===== config.mk =====
export PLATFORM = sky130hd
export DESIGN_NAME = opcode_decoder
export DESIGN_NICKNAME = d
export VERILOG_FILES = /design/src/rtl/opcode_decoder.sv
export SDC_FILE = /design/constraint.sdc
export NUM_CORES = 1
export LEC_CHECK = 0
export CORE_MARGIN = 10
export CORE_UTILIZATION = 41
export DETAILED_ROUTE_END_ITERATION = 16
export PLACE_DENSITY = 0.81
export SYNTH_ARGS = -nofsm -noshare
export SYNTH_HDL_FRONTEND = slang
export SYNTH_SLANG_ARGS = --single-unit

===== constraint.sdc =====
create_clock -name clock -period 1.37 [get_ports clock]
set_clock_uncertainty 0.1 [all_clocks]
set_input_delay 0.137 -clock clock [delete_from_list [all_inputs] [get_ports clock]]
set_output_delay 0.137 -clock clock [all_outputs]
set_load 0.05 [all_outputs]

===== src/rtl/opcode_decoder.sv =====
// opcode_decoder
//   Instruction register plus registered one-hot decode of a 16-bit
//   instruction word ([15:12] opcode, [11:10] RX, [9:8] RY, [7:0] imm).
//
// Ports
//   clock        in   sole clock, rising edge
//   reset        in   synchronous, active-high; wins over flush and ir_load
//   ir_load      in   capture instr_in this edge
//   flush        in   replace held instruction with NOOP; wins over ir_load
//   instr_in     in   [15:0] instruction word
//   opcode_out   out  [26:0] {RX, RY, 23-bit one-hot class}
//   imm_out      out  [7:0] held immediate
//   ir_valid     out  a non-flushed instruction is held
//   illegal      out  sticky illegal-encoding flag (0 unless trap enabled)
//   instr_count  out  [15:0] number of ir_load edges, wraps at 2^16
//
// Optional feature: define OPCODE_ILLEGAL_TRAP_EN to trap JUMP with
// non-zero instr[11:8] and SHIFT with instr[9]=1 as illegal (decoded as
// NOOP, illegal flag set until reset).
module opcode_decoder (
  input  logic        clock,
  input  logic        reset,
  input  logic        ir_load,
  input  logic        flush,
  input  logic [15:0] instr_in,
  output logic [26:0] opcode_out,
  output logic [7:0]  imm_out,
  output logic        ir_valid,
  output logic        illegal,
  output logic [15:0] instr_count
);

  localparam logic [26:0] NOOP_WORD = 27'h1;

  logic [26:0] opcode_q, opcode_d;
  logic [7:0]  imm_q, imm_d;
  logic        valid_q, valid_d;
  logic        illegal_q, illegal_d;
  logic [15:0] count_q, count_d;

  logic [3:0]  op;
  logic [1:0]  rx;
  logic [1:0]  ry;
  logic [4:0]  class_idx;
  logic [22:0] dec_class;
  logic        dec_illegal;

  assign op = instr_in[15:12];
  assign rx = instr_in[11:10];
  assign ry = instr_in[9:8];

  // Map the opcode (plus sub-select field) to a single class index, then
  // expand to one-hot so the class vector can never carry two bits.
  always_comb begin
    class_idx   = 5'd0;
    dec_illegal = 1'b0;
    case (op)
      4'h0: class_idx = 5'd0;
      4'h1: class_idx = 5'd1 + {3'b000, ry};
      4'h2: class_idx = 5'd5;
      4'h3: class_idx = 5'd6;
      4'h4: class_idx = 5'd7;
      4'h5: class_idx = 5'd8;
      4'h6: class_idx = 5'd9;
      4'h7: class_idx = 5'd10;
      4'h8: class_idx = 5'd11;
      4'h9: class_idx = 5'd12;
      4'hA: class_idx = 5'd13;
      4'hB: class_idx = 5'd14;
      4'hC: begin
        class_idx = 5'd15 + {4'b0000, instr_in[8]};
`ifdef OPCODE_ILLEGAL_TRAP_EN
        dec_illegal = instr_in[9];
`endif
      end
      4'hD: class_idx = 5'd17;
      4'hE: begin
        class_idx = 5'd18;
`ifdef OPCODE_ILLEGAL_TRAP_EN
        dec_illegal = (instr_in[11:8] != 4'b0000);
`endif
      end
      4'hF: class_idx = 5'd19 + {3'b000, rx};
      default: class_idx = 5'd0;
    endcase
    dec_class = 23'd1 << class_idx;
  end

  always_comb begin
    opcode_d  = opcode_q;
    imm_d     = imm_q;
    valid_d   = valid_q;
    illegal_d = illegal_q;
    count_d   = count_q + {15'd0, ir_load};
    if (flush) begin
      opcode_d = NOOP_WORD;
      imm_d    = '0;
      valid_d  = 1'b0;
    end else if (ir_load) begin
      opcode_d  = dec_illegal ? NOOP_WORD : {rx, ry, dec_class};
      imm_d     = instr_in[7:0];
      valid_d   = 1'b1;
      illegal_d = illegal_q | dec_illegal;
    end
  end

  always_ff @(posedge clock) begin
    if (reset) begin
      opcode_q  <= NOOP_WORD;
      imm_q     <= '0;
      valid_q   <= 1'b0;
      illegal_q <= 1'b0;
      count_q   <= '0;
    end else begin
      opcode_q  <= opcode_d;
      imm_q     <= imm_d;
      valid_q   <= valid_d;
      illegal_q <= illegal_d;
      count_q   <= count_d;
    end
  end

  assign opcode_out  = opcode_q;
  assign imm_out     = imm_q;
  assign ir_valid    = valid_q;
  assign illegal     = illegal_q;
  assign instr_count = count_q;

endmodule


Yosys cells after proc, flatten, opt, wreduce, memory -nomap -nowiden. Cells that the tools add are included. Widths: inputs -> output; s select.

Word-level logic and storage cells: 27. Register bits: 52.

Equality and inequality tests: 15. Multiplexer cells: 1. Shift-type cells: 1. Reduce and logical (&&, ||, !) cells: 2. $add $sub $neg: 4.

Operator list (count): $pmux 5 s16 (1); $eq 4x4->1 const B (8); $shl 1x5->23 const A (1); $add 16x1->16 (1); $eq 4x3->1 const B (4); $eq 4x2->1 const B (2); $add 4x1->5 const A (1); $add 5x2->5 const A (1); $eq 4x1->1 const B (1); $logic_not 4->1 (1); $add 1x2->3 const A (1); $reduce_or 2->1 (1).

Longest topological paths before layout.
Depth in word-level cells: 3. Mapped depth: 7.

Worst setup path after synthesis. No wires, ideal clock.

Path type: register to register. From: reg count_q[0] (netlist: instr_count[0]). To: reg count_q[10] (netlist: instr_count[10]). Stages on the path, launching flop included: 8. Clock period less this slack: 1.897 ns. Required time: 1.142 ns. Data arrival time: 1.670 ns. Path buffers: 0. Setup slack: -0.527 ns. Setup time: 0.128 ns. Path through: dfxtp_1 > ha_1 > ha_1 > nand2_1 > nor2_1 > nand4_1 > xor2_1 > nor2_1.

Longest elaborated chain between the ends: 1.

RTL lines: start: declaration (line 39) `logic [15:0] count_q, count_d;`; start signal: assignment (line 119) `count_q <= count_d;`; $add 16x1->16 (line 94) `count_d = count_q + {15'd0, ir_load};`.

No other way between the ends. A chain may end at the register's enable or synchronous reset.

Worst setup path in the final report.
From: reg count_q[0] (netlist: instr_count[0]). To: reg count_q[14] (netlist: instr_count[14]).

The elaborated chain is that of the path after synthesis.

==> flow_summary.json <==
{
  "run_status": "finished with violations",
  "failed_checks": "negative hold slack, negative setup slack",
  "path_buf_inv": 0,
  "floorplan.io_pins": 73,
  "largest_net_degree_at_the_start_of_global_routing": 20,
  "via_count": 2171,
  "cp_cell_sequence": "ha_4 > ha_4 > nand2_4 > nor2_4 > nand3_1 > xor2_1 > nor2_1",
  "synth_simple_gate_area_frac": 0.216,
  "cts_buffers": 5,
  "firstDrtPassIters": 6,
  "vdd.ir_drop.worst_mv": 0.646,
  "global_route.usage.met1": 0.169,
  "grtUsageMet3": 0.0687,
  "timing.final.crit_period_ps": 1440,
  "synth_top_family_by_area": "simple AND/OR/NAND/NOR gates",
  "insertion_delay_ps": 300,
  "tritoncts": "built",
  "startpoint_class": "flop",
  "wl_per_cell_um": 18.3,
  "worst_path_max_delay_cell": "dfxtp_4",
  "synth-adder-area-share": 0.0222,
  "timing_worst_setup_path_type": "flop to flop",
  "first_global_vias": 2335,
  "drt-total-wl_mm": 7.57,
  "worst-endpoint-required_ps": 1500,
  "synth-xor-area-share": 0.0466,
  "rr_endpoint": "instr_count[14]",
  "netSwitchingFraction": 0.276,
  "synth.avg_cell_area_um2": 10.2,
  "gr-usage-met2": 0.297,
  "final.hold.worst_slack_ps": -2.52,
  "finalCoreUtilization": 0.828,
  "gp_congestion": 0.799,
  "seq_power_share": 0.481,
  "fmax_mhz": 695,
  "post-layout-total-power_uw": 3230,
  "crit_arrival_ps": 1570,
  "critPathMaxStageDelay_ps": 370,
  "netlist-cell-type-count": 54,
  "num_antenna_cells": 0,
  "cts_sinks": 52,
  "timing.rr.start": "instr_count[0]",
  "root_buffer": "clkbuf_8",
  "detailedPlacementHpwl_mm": 5.47,
  "setup.reg_to_reg.worst_slack_ps": -70,
  "synth_seq_area_share": 0.462,
  "chipHeight_um": 94.2,
  "detail-route-antenna-nets": 0,
  "grt_first_pass_wirelength_mm": 11.8,
  "cts-hold-fix-buffers": 0,
  "finalHoldViolations": 1,
  "cell_count_after_synthesis": 221,
  "final_layout_size_suffix_gt1_frac": 0.520,
  "power_density_mw_per_mm2": 748,
  "syn_area_mm2": 0.00225,
  "crit_fanout": 4,
  "grt_setup_unrepaired": "yes",
  "max_cap_violations": 0,
  "post-synth-top-area-cell": "dfxtp_1",
  "worstRegToRegCells": 7,
  "area_growth_pct": 91.2,
  "critical_path.endpoint_type": "flop",
  "initialDrtViolationCount": 95,
  "die_area_mm2": 0.00887,
  "io_buffers": 71,
  "synth_ff_type": "dfxtp_1",
  "synth_top_cells_by_area": "dfxtp_1 46%, a22o_1 7.4%, mux2i_1 5.8%",
  "num-nets-final": 367,
  "ys_seq_elements": 52,
  "setup_viol": 6,
  "synth.net_count": 245,
  "grt_overflow": 0,
  "layout.cells.most_common_list": "53 x buf_12, 45 x buf_4, 40 x dfxtp_1",
  "detailedPlace.worstSlack_ps": -790,
  "synth_top_cell_area_share": 0.462,
  "grt_antenna_before_repair": 0,
  "finalWorstSetupSlack_ps": -69.6,
  "initial_utilization": 0.433,
  "comb_power_share": 0.215,
  "crit_path_frequent_cell": "ha_4",
  "detail_route.drc_violations": 0,
  "global_route.peak_usage_layer": "met2",
  "path_clk_slew_ps": 100,
  "routed_via_density": 5.24,
  "holdPathEnd": "opcode_out[26]",
  "finalCritPeriodShare": 1.05,
  "count_of_standard_cell_rows": 26,
  "slew_viol_final": 0,
  "final_common_cell": "buf_12",
  "ys_async_sr_fraction": 0,
  "count_of_flip_flops_with_a_built_in_enable_after_synthesis": 0,
  "cts-root-to-sink-buffers": 2,
  "ctsHtreeMaxLevel": 2,
  "crit_family": "simple AND/OR/NAND/NOR gates",
  "power_frac_clock": 0.304,
  "synth-compound-area-share": 0.151,
  "intPower_uw": 2330,
  "switchingPower_uw": 891,
  "timing.hold.worst.start": "instr_in[11]",
  "holdPathStages": 3,
  "grt.total_usage": 0.163,
  "hold_path_class": "input port to flop",
  "count_of_warnings_emitted_by_yosys": 0,
  "yosys-mux-area-fraction": 0.0577,
  "power_leakage_uw": 0.00178,
  "placeable_area_mm2": 0.00520,
  "die_w_um": 94.2
}
routing by layer:
layer / wire, µm / up-vias
li1: - / 1031
met1: 2880 / 1050
met2: 3980 / 84
met3: 640 / 6
met4: 68 / 0
met5: 0 / -
cells in the mapped netlist (2+ instances only):
cell and n:
buf_2 3, buf_4 3, nand2_1 8, a22o_1 19
and4b_1 2, a32o_1 3, inv_1 7, nand3_1 6
dfxtp_1 52, mux2i_1 13, nor2b_1 3, xor2_1 10
a21boi_0 2, or3_1 2, a21oi_1 3, nor3b_1 2
and2_1 2, nor3_2 3, clkbuf_1 3, o21ai_0 4
xnor2_1 2, ha_1 4, nor2_1 31, nand4_1 3
and3_1 2
power by group through the flow:
stage                     combinational [µW]  clock (µW)  sequential (µW)
after global placement                   574           0             1590
after detailed placement                 593           0             1590
after global routing                     732        1060             1560
after CTS                                663         999             1550
after floorplan                          226           0             1660
final                                    692         981             1550
worst register-to-register path: stages (launching register included):
cell     delay (ps)
dfxtp_4         370
ha_4            150
ha_4            140
nand2_4          60
nor2_4          140
nand3_1         120
xor2_1          170
nor2_1          130
sequential cells by signal (all words and copies together), names as in the netlist:
register / flops
ir_valid: 1
imm_out: 8
instr_count: 16
opcode_out: 27
metrics by stage:
stage	instances	cell area, µm²	TNS, ps
after floorplan	221	2380	-640
after global placement	388	3910	-20230
after detailed placement	388	3910	-23670
after CTS	407	4230	-175
after global routing	414	4310	-1320
final	414	4310	-282
cell type report:
cell class              count  area (µm²)
multi-input cells         150        1330
flip-flops and latches     52        1080
inverters                   7        26.3
repair buffers            127        1680
well taps                  70        87.6
clock buffers               6        93.8
fillers                   281         895
clock inverters             2        12.5
logic make-up (layout without fill, tap and decap cells):
| group | after synthesis | after routing |
|---|---|---|
| buf+inv | 19 | 142 |
| compound gates | 40 | 40 |
| mux | 13 | 13 |
| xor+xnor | 12 | 12 |
| simple gates | 80 | 80 |
| fa+ha+maj | 4 | 4 |
| flops | 52 | 52 |
| other cells | 1 | 1 |
worst max-delay path by stage:
| stage | from | end | slack [ps] | cells after the start |
|---|---|---|---|---|
| floorplan | instr_count[0] | instr_count[14] | -90 | 7 |
| global placement | instr_in[8] | opcode_out[14] | -680 | 7 |
| detailed placement | instr_in[8] | opcode_out[13] | -790 | 7 |
| CTS | instr_count[0] | instr_count[10] | -70 | 7 |
| global route | instr_count[0] | instr_count[15] | -120 | 6 |
| finish | instr_count[0] | instr_count[14] | -70 | 7 |
repair_timing:
item                                    4_1_cts  5_1_grt
endpoints found under the setup margin       33       32
pin swaps                                    16       14
gates cloned                                  2        0
setup buffers                                 9        7
gates resized for setup                      62       19
No activity file was read; power rests on OpenSTA's default activity.
